**src/rtl/raw_frame_sequencer_pkg.sv**
```systemverilog
// =============================================================================
// xike_seq_pkg : shared types and constants for raw_frame_sequencer
// Revision     : 1.0
// =============================================================================
`default_nettype none

package xike_seq_pkg;

  typedef enum logic [1:0] {
    IDLE   = 2'd0,
    ALIGN  = 2'd1,
    HEADER = 2'd2,
    DATA   = 2'd3
  } seq_state_e;

  localparam logic [15:0] c_SYNC_WORD = 16'hA55A;
  localparam int c_SAMPLE_W  = 16;
  localparam int c_N_STREAMS = 5;
  localparam int c_BEAT_W    = c_SAMPLE_W * c_N_STREAMS;

  localparam int c_HDR_SYNC_LSB = 64;
  localparam int c_HDR_FC_LSB   = 32;
  localparam int c_HDR_LO_LSB   = 0;

  function automatic logic [c_BEAT_W-1:0] make_header(
    input logic [15:0] sync,
    input logic [31:0] fc,
    input logic [31:0] lo
  );
    logic [c_BEAT_W-1:0] hdr;
    hdr = '0;
    hdr[c_HDR_SYNC_LSB +: 16] = sync;
    hdr[c_HDR_FC_LSB   +: 32] = fc;
    hdr[c_HDR_LO_LSB   +: 32] = lo;
    return hdr;
  endfunction

endpackage

`default_nettype wire

```
**src/rtl/axis_skid_reg_80.sv**
```systemverilog
// =============================================================================
// axis_skid_reg_80 : 2-entry AXI4-Stream register slice (80-bit data + tlast)
// Revision         : 1.0
// =============================================================================
`default_nettype none

module axis_skid_reg_80
  import xike_seq_pkg::*;
(
  input  logic                clk,
  input  logic                rst_n,
  input  logic                i_valid,
  output logic                o_ready,
  input  logic [c_BEAT_W-1:0] i_data,
  input  logic                i_last,
  output logic                o_valid,
  input  logic                i_ready,
  output logic [c_BEAT_W-1:0] o_data,
  output logic                o_last
);

  logic                r_out_valid;
  logic [c_BEAT_W-1:0] r_out_data;
  logic                r_out_last;
  logic                r_skid_valid;
  logic [c_BEAT_W-1:0] r_skid_data;
  logic                r_skid_last;
  logic                w_push;

  // Ready depends only on the skid entry, so it never combinationally follows i_ready.
  assign o_ready = !r_skid_valid;
  assign w_push  = i_valid && o_ready;

  always_ff @(posedge clk or negedge rst_n) begin
    if (!rst_n) begin
      r_out_valid  <= 1'b0;
      r_out_data   <= '0;
      r_out_last   <= 1'b0;
      r_skid_valid <= 1'b0;
      r_skid_data  <= '0;
      r_skid_last  <= 1'b0;
    end else if (!r_out_valid || i_ready) begin
      if (r_skid_valid) begin
        r_out_valid  <= 1'b1;
        r_out_data   <= r_skid_data;
        r_out_last   <= r_skid_last;
        r_skid_valid <= 1'b0;
      end else begin
        r_out_valid <= w_push;
        if (w_push) begin
          r_out_data <= i_data;
          r_out_last <= i_last;
        end
      end
    end else if (w_push) begin
      r_skid_valid <= 1'b1;
      r_skid_data  <= i_data;
      r_skid_last  <= i_last;
    end
  end

  assign o_valid = r_out_valid;
  assign o_data  = r_out_data;
  assign o_last  = r_out_last;

endmodule

`default_nettype wire

```
**src/rtl/raw_frame_sequencer.sv**
```systemverilog
// =============================================================================
// raw_frame_sequencer : frame-aligned acquisition controller with header/tlast
// Optional macro TIMESTAMP_EN puts a cycle-count timestamp in the header.
// Revision            : 1.0
// =============================================================================
`default_nettype none

module raw_frame_sequencer
  import xike_seq_pkg::*;
#(
  parameter int          BEATS_PER_FRAME = 32,
  parameter logic [15:0] SYNC_WORD       = c_SYNC_WORD,
  parameter int          FRAME_CNT_W     = 32
) (
  input  logic                   bus_clk,
  input  logic                   xike_rst_n,
  input  logic                   acq_start,
  input  logic                   acq_stop,
  input  logic                   s_tvalid,
  output logic                   s_tready,
  input  logic [c_BEAT_W-1:0]    s_tdata,
  input  logic                   s_tfirst,
  output logic                   m_tvalid,
  input  logic                   m_tready,
  output logic [c_BEAT_W-1:0]    m_tdata,
  output logic                   m_tlast,
  output logic [FRAME_CNT_W-1:0] frame_count,
  output logic [15:0]            sync_err_count,
  output logic                   busy
);

  localparam int                 c_IDX_W    = $clog2(BEATS_PER_FRAME);
  localparam logic [c_IDX_W-1:0] c_LAST_IDX = c_IDX_W'(BEATS_PER_FRAME - 1);

  seq_state_e           r_state;
  logic [FRAME_CNT_W-1:0] r_frame_count;
  logic [15:0]          r_sync_err;
  logic [c_IDX_W-1:0]   r_beat_idx;
  logic                 r_stop_pending;

  logic                 w_space;
  logic                 w_push;
  logic [c_BEAT_W-1:0]  w_push_data;
  logic                 w_push_last;
  logic                 w_tready;
  logic                 w_misalign;
  logic [31:0]          w_hdr_lo;
  logic [c_BEAT_W-1:0]  w_header;

`ifdef TIMESTAMP_EN
  logic [31:0] r_cycle_cnt;

  always_ff @(posedge bus_clk or negedge xike_rst_n) begin
    if (!xike_rst_n) r_cycle_cnt <= '0;
    else             r_cycle_cnt <= r_cycle_cnt + 32'd1;
  end

  assign w_hdr_lo = r_cycle_cnt;
`else
  assign w_hdr_lo = {16'(BEATS_PER_FRAME), 16'h0000};
`endif

  assign w_header   = make_header(SYNC_WORD, 32'(r_frame_count), w_hdr_lo);
  assign w_misalign = s_tvalid && s_tfirst && (r_beat_idx != '0);

  always_comb begin
    w_tready    = 1'b0;
    w_push      = 1'b0;
    w_push_data = '0;
    w_push_last = 1'b0;
    case (r_state)
      IDLE:   w_tready = 1'b1;
      // The channel-0 beat is left on the bus so DATA can take it as beat 0.
      ALIGN:  w_tready = !(s_tvalid && s_tfirst);
      HEADER: begin
        w_push      = w_space;
        w_push_data = w_header;
      end
      DATA: begin
        if (w_misalign) begin
          w_push      = w_space;
          w_push_last = 1'b1;
        end else begin
          w_tready    = w_space;
          w_push      = s_tvalid && w_space;
          w_push_data = s_tdata;
          w_push_last = (r_beat_idx == c_LAST_IDX);
        end
      end
      default: w_tready = 1'b0;
    endcase
  end

  assign s_tready = xike_rst_n && w_tready;

  always_ff @(posedge bus_clk or negedge xike_rst_n) begin
    if (!xike_rst_n) begin
      r_state        <= IDLE;
      r_frame_count  <= '0;
      r_sync_err     <= '0;
      r_beat_idx     <= '0;
      r_stop_pending <= 1'b0;
    end else begin
      case (r_state)
        IDLE: begin
          if (acq_start && !acq_stop) begin
            r_frame_count  <= '0;
            r_stop_pending <= 1'b0;
            r_state        <= ALIGN;
          end
        end
        ALIGN: begin
          if (acq_stop)                  r_state <= IDLE;
          else if (s_tvalid && s_tfirst) r_state <= HEADER;
        end
        HEADER: begin
          if (acq_stop) r_stop_pending <= 1'b1;
          if (w_space) begin
            r_frame_count <= r_frame_count + FRAME_CNT_W'(1);
            r_beat_idx    <= '0;
            r_state       <= DATA;
          end
        end
        DATA: begin
          if (acq_stop) r_stop_pending <= 1'b1;
          if (w_push) begin
            if (w_misalign) begin
              if (r_sync_err != 16'hFFFF) r_sync_err <= r_sync_err + 16'd1;
              r_state <= HEADER;
            end else if (r_beat_idx == c_LAST_IDX) begin
              r_beat_idx <= '0;
              if (r_stop_pending || acq_stop) begin
                r_stop_pending <= 1'b0;
                r_state        <= IDLE;
              end else begin
                r_state <= HEADER;
              end
            end else begin
              r_beat_idx <= r_beat_idx + c_IDX_W'(1);
            end
          end
        end
        default: r_state <= IDLE;
      endcase
    end
  end

  axis_skid_reg_80 u_skid (
    .clk     (bus_clk),
    .rst_n   (xike_rst_n),
    .i_valid (w_push),
    .o_ready (w_space),
    .i_data  (w_push_data),
    .i_last  (w_push_last),
    .o_valid (m_tvalid),
    .i_ready (m_tready),
    .o_data  (m_tdata),
    .o_last  (m_tlast)
  );

  assign frame_count    = r_frame_count;
  assign sync_err_count = r_sync_err;
  assign busy           = (r_state != IDLE);

endmodule

`default_nettype wire

```
**config.mk**
```make
export PLATFORM = sky130hd
export DESIGN_NAME = raw_frame_sequencer
export DESIGN_NICKNAME = d
export VERILOG_FILES = /design/src/rtl/raw_frame_sequencer_pkg.sv /design/src/rtl/axis_skid_reg_80.sv /design/src/rtl/raw_frame_sequencer.sv
export SDC_FILE = /design/constraint.sdc
export NUM_CORES = 1
export LEC_CHECK = 0
export CAP_MARGIN = 20
export CORE_MARGIN = 1.5
export CORE_UTILIZATION = 45
export CTS_CLUSTER_SIZE = 12
export DETAILED_ROUTE_END_ITERATION = 7
export PLACE_DENSITY = 0.78
export SYNTH_ARGS = -nofsm -noshare
export SYNTH_HDL_FRONTEND = slang
export SYNTH_SLANG_ARGS = --single-unit
```
**constraint.sdc**
```tcl
create_clock -name bus_clk -period 3.4 [get_ports bus_clk]
set_input_delay 0.85 -clock bus_clk [delete_from_list [all_inputs] [get_ports bus_clk]]
set_output_delay 0.85 -clock bus_clk [all_outputs]
set_load 0.01 [all_outputs]
```
==> run summary <==
OUTCOME
---------------------------------------------------------------------------------
Result of the run                                                    finished clean

POWER
---------------------------------------------------------------------------------
Internal power                                                           7.442 mW
Sw Ratio                                                                   0.3753
Flop pwr share                                                              0.354
Largest voltage drop on the vdd net                                   0.0005219 V
Sum of internal, switching and leakage power                             11.91 mW
Clk pwr share                                                               0.222
Net switching component of the power                                     4.470 mW
Power per cell area                                                  857.7 nW/um^2
Leakage power total                                                      5.677 nW
Comb pwr share                                                              0.425

PLACE
---------------------------------------------------------------------------------
Routability congestion estimate                                            0.9179
Placed cell count                                                            1653
Detailed Place HPWL                                                  18410 microns
Port Buffer Count                                                             218
Post-DP Area                                                          13040 sq um
Pre-CTS WS                                                             0.04448 ns

WORST HOLD PATH
---------------------------------------------------------------------------------
HP Class                                                             input pin to asynchronous set/reset pin

GLOBAL ROUTE
---------------------------------------------------------------------------------
Aggregate global-route resource usage                                      0.2236
Number of antenna violations at the first check in global routing               0
Global-route wire length before repair                               44360 microns
Number of global-route vias before repair                                    8455
Pin count of the biggest net entering global routing                          171
Global route overflow                                                           0

SETUP PATH
---------------------------------------------------------------------------------
Setup crit start kind                                                   input pin
Worst R2R Start                                                      u_skid.r_skid_valid
Maximum net fanout on the critical path                                        11
Worst Setup End Kind                                                   output pin
Worst endpoint data arrival time                                          2.18 ns
Critical R2R Capture                                                 u_skid.o_data[52]
Register-to-register setup slack                                          0.93 ns
Classification of the worst setup path                               input pin to output pin
Depth of the worst register-to-register path                                    7
Required @ worst endpoint                                                 2.55 ns

FLOORPLAN
---------------------------------------------------------------------------------
Core ar.                                                              23400 sq um
Die outline width                                                    157.0 microns
Number of placed I/O pins                                                     219
Number of rows created at floorplan                                            56
Height of the chip                                                   157.0 microns
Area of the die                                                       24650 sq um
Starting density of the core                                               0.4561

YOSYS
---------------------------------------------------------------------------------
Count of flip-flops with a built-in enable after synthesis                      0
Most used flip-flop cell after synthesis                             sky130_fd_sc_hd__dfrtp_1
Async SR Flop Fraction                                                      1.000
Top cell type's share of synthesized area                                  0.5158
Syn avg cell area                                                     9.000 sq um
Post-synthesis sequential area ratio                                       0.5158
Synthesis-stage register bit count                                            220
Total number of yosys warnings                                                  0
Largest area contributor in the netlist                              sky130_fd_sc_hd__dfrtp_1
Distinct cell type count of the synthesized netlist                            52
Number of cells produced by synthesis                                        1186
Synth area leaders                                                   sky130_fd_sc_hd__dfrtp_1 (52%), sky130_fd_sc_hd__nand2_1 (9.3%), sky130_fd_sc_hd__nor2_1 (4.2%), sky130_fd_sc_hd__xnor2_1 (3.1%), sky130_fd_sc_hd__o21ai_1 (3.1%)
Area of the mapped netlist                                            10670 sq um
Total nets after synthesis                                                   1278

CTS
---------------------------------------------------------------------------------
Source-to-sink clock delay at the later pin of the worst-skew pair        0.50 ns
Buffer count from post-CTS setup fixing                                         0
Clock buffers created by TritonCTS                                             24
Clock transition at the registers of the reported paths                   0.06 ns
Cell chosen for the clock root                                       sky130_fd_sc_hd__clkbuf_16
Maximum buffer depth of the clock tree                                          3
CTS tree                                                                     done
Clock H-tree levels                                                             1
Clock sink total                                                              220

TIMING
---------------------------------------------------------------------------------
Setup repair after global routing missed its margin                         false
Final setup vio count                                                           0
Layout Skew                                                           0.007602 ns
Max-slew violation count                                                        0
Maximum clock rate                                                     0.3304 GHz
Max_slew headroom                                                          0.3760
TNS Setup                                                                    0 ns
Number of hold violations in the final report                                   0
Final critical-path setup slack                                         0.3729 ns
Worst hold slack across all endpoints                                   0.4779 ns
Worst-margin pin slew                                                   0.9360 ns
Final critical delay including setup and external delays                 3.027 ns
Post-route fraction of the period consumed by the critical path            0.8903

JOB
---------------------------------------------------------------------------------
Max-capacitance violation count                                                 0

FINAL LAYOUT
---------------------------------------------------------------------------------
Share of post-route cells with drive strength above 1                     0.06836
Final Instance Count excl. Fillers                                           1694
Diode insertion count for antenna repair                                        0
P&R area growth vs syn                                                     30.13%
Area of combinational cells with multiple inputs                       4619 sq um
Utilization of the core after routing                                      0.5935
Commonest non-fill, non-tap cell in the layout                       sky130_fd_sc_hd__nand2_1
Number of nets in the final layout                                           1453
Number of filler instances in the final layout                               1980
Final instance area                                                   13890 sq um
Footprint of the flip-flops and latches                                5512 sq um
Commonest cells after routing, fill and taps aside                   sky130_fd_sc_hd__nand2_1 (265), sky130_fd_sc_hd__dfrtp_1 (217), sky130_fd_sc_hd__clkdlybuf4s50_1 (216)

ROUTE
---------------------------------------------------------------------------------
Top layer reached by signal wires                                            met4
Wire length on met2                                                  12680 microns
Wire length per cell after detailed routing                          16.40 microns
DRC errors left                                                                 0
Initial DRC Count                                                             614
Post-detailed-route count of antenna-violating nets                             0
Met3 wire len                                                        2026 microns
First-pass detailed-route iteration total                                       5
Vias                                                                         8976
Detailed-routing wirelength on met1                                  12550 microns
Total wire length                                                    27790 microns
Routed vias/inst                                                            5.299

[what timing repair did]
item,in CTS,in global routing
pin swaps,0,0
resized for setup,1,1
hold endpoints to repair,0,0
hold buffers,0,0
setup endpoints to repair,1,1
[per-layer routing]
layer,track usage,up-vias
met3,0.04791,35
met2,0.3569,298
met1,0.3118,4219
li1,-,4424
met5,0,-
met4,0.05391,0
[kinds of logic (layout without fill, tap and decap cells)]
kind of cell / count (synthesis) / count (layout) / synth area share
AND/OR/NAND/NOR: 516 / 516 / 0.2324
AO/OA/AOI/OAI: 273 / 273 / 0.1516
flip-flops: 220 / 220 / 0.5158
buffers and inverters: 126 / 315 / 0.05615
XOR/XNOR: 44 / 44 / 0.03610
adder cells (fa/ha/maj): 5 / 5 / 0.005861
multiplexers: 2 / 2 / 0.002110
[synthesized netlist by cell type, drive strengths merged (6+ instances only)]
cell	number
clkbuf	46
a22oi	40
xnor2	38
buf	44
nand3b	41
nor2b	6
nor2	120
inv	36
nand2	266
a31oi	43
xor2	6
o21ai	102
dfrtp	220
nand3	15
a21oi	44
nor4	13
and3	8
and4	7
nor3	12
o22ai	32
nand4	12
[critical path: stages]
cell and delay, ns:
sky130_fd_sc_hd__clkdlybuf4s50_1 0.47, sky130_fd_sc_hd__nand2_1 0.15, sky130_fd_sc_hd__buf_4 0.22, sky130_fd_sc_hd__o311a_1 0.29, sky130_fd_sc_hd__dlymetal6s2s_1 0.20
[flip-flops by register name (all words and copies together) (netlist names), 2 cells and up]
register	flops
u_skid.o_data	80
sync_err_count	16
frame_count	32
r_beat_idx	5
u_skid.r_skid_data	80
r_state	2
[layout make-up]
cell class                 instances  share of cell area
sequential                       220              0.3968
multi-input combinational        840              0.3326
timing repair buffer             239              0.1740
clock buffer                      36             0.05306
tap                              319             0.02874
inverter                          36            0.009729
clock inverter                     4            0.005045
[worst max path at each step]
stage / start / to / slack, ns / cells after the start
floorplan: s_tfirst / s_tready / 0.81 / 6
global placement: s_tfirst / s_tready / 0.02 / 5
global route: r_beat_idx[0] / s_tready / 0.27 / 7
detailed placement: s_tfirst / s_tready / 0.04 / 6
CTS: s_tfirst / s_tready / 0.04 / 5
finish: s_tfirst / s_tready / 0.37 / 5
[power groups by stage]
stage	Sequential [mW]	Combinational (mW)	Clock [mW]
2_1_floorplan	4.34	2.81	0
3_3_place_gp	4.22	4.92	0
5_1_grt	4.34	5.62	2.81
3_5_place_dp	4.25	5.03	0
6_report	4.22	5.06	2.64
4_1_cts	4.22	5.07	2.71
Power figures use the tool's default switching activity.
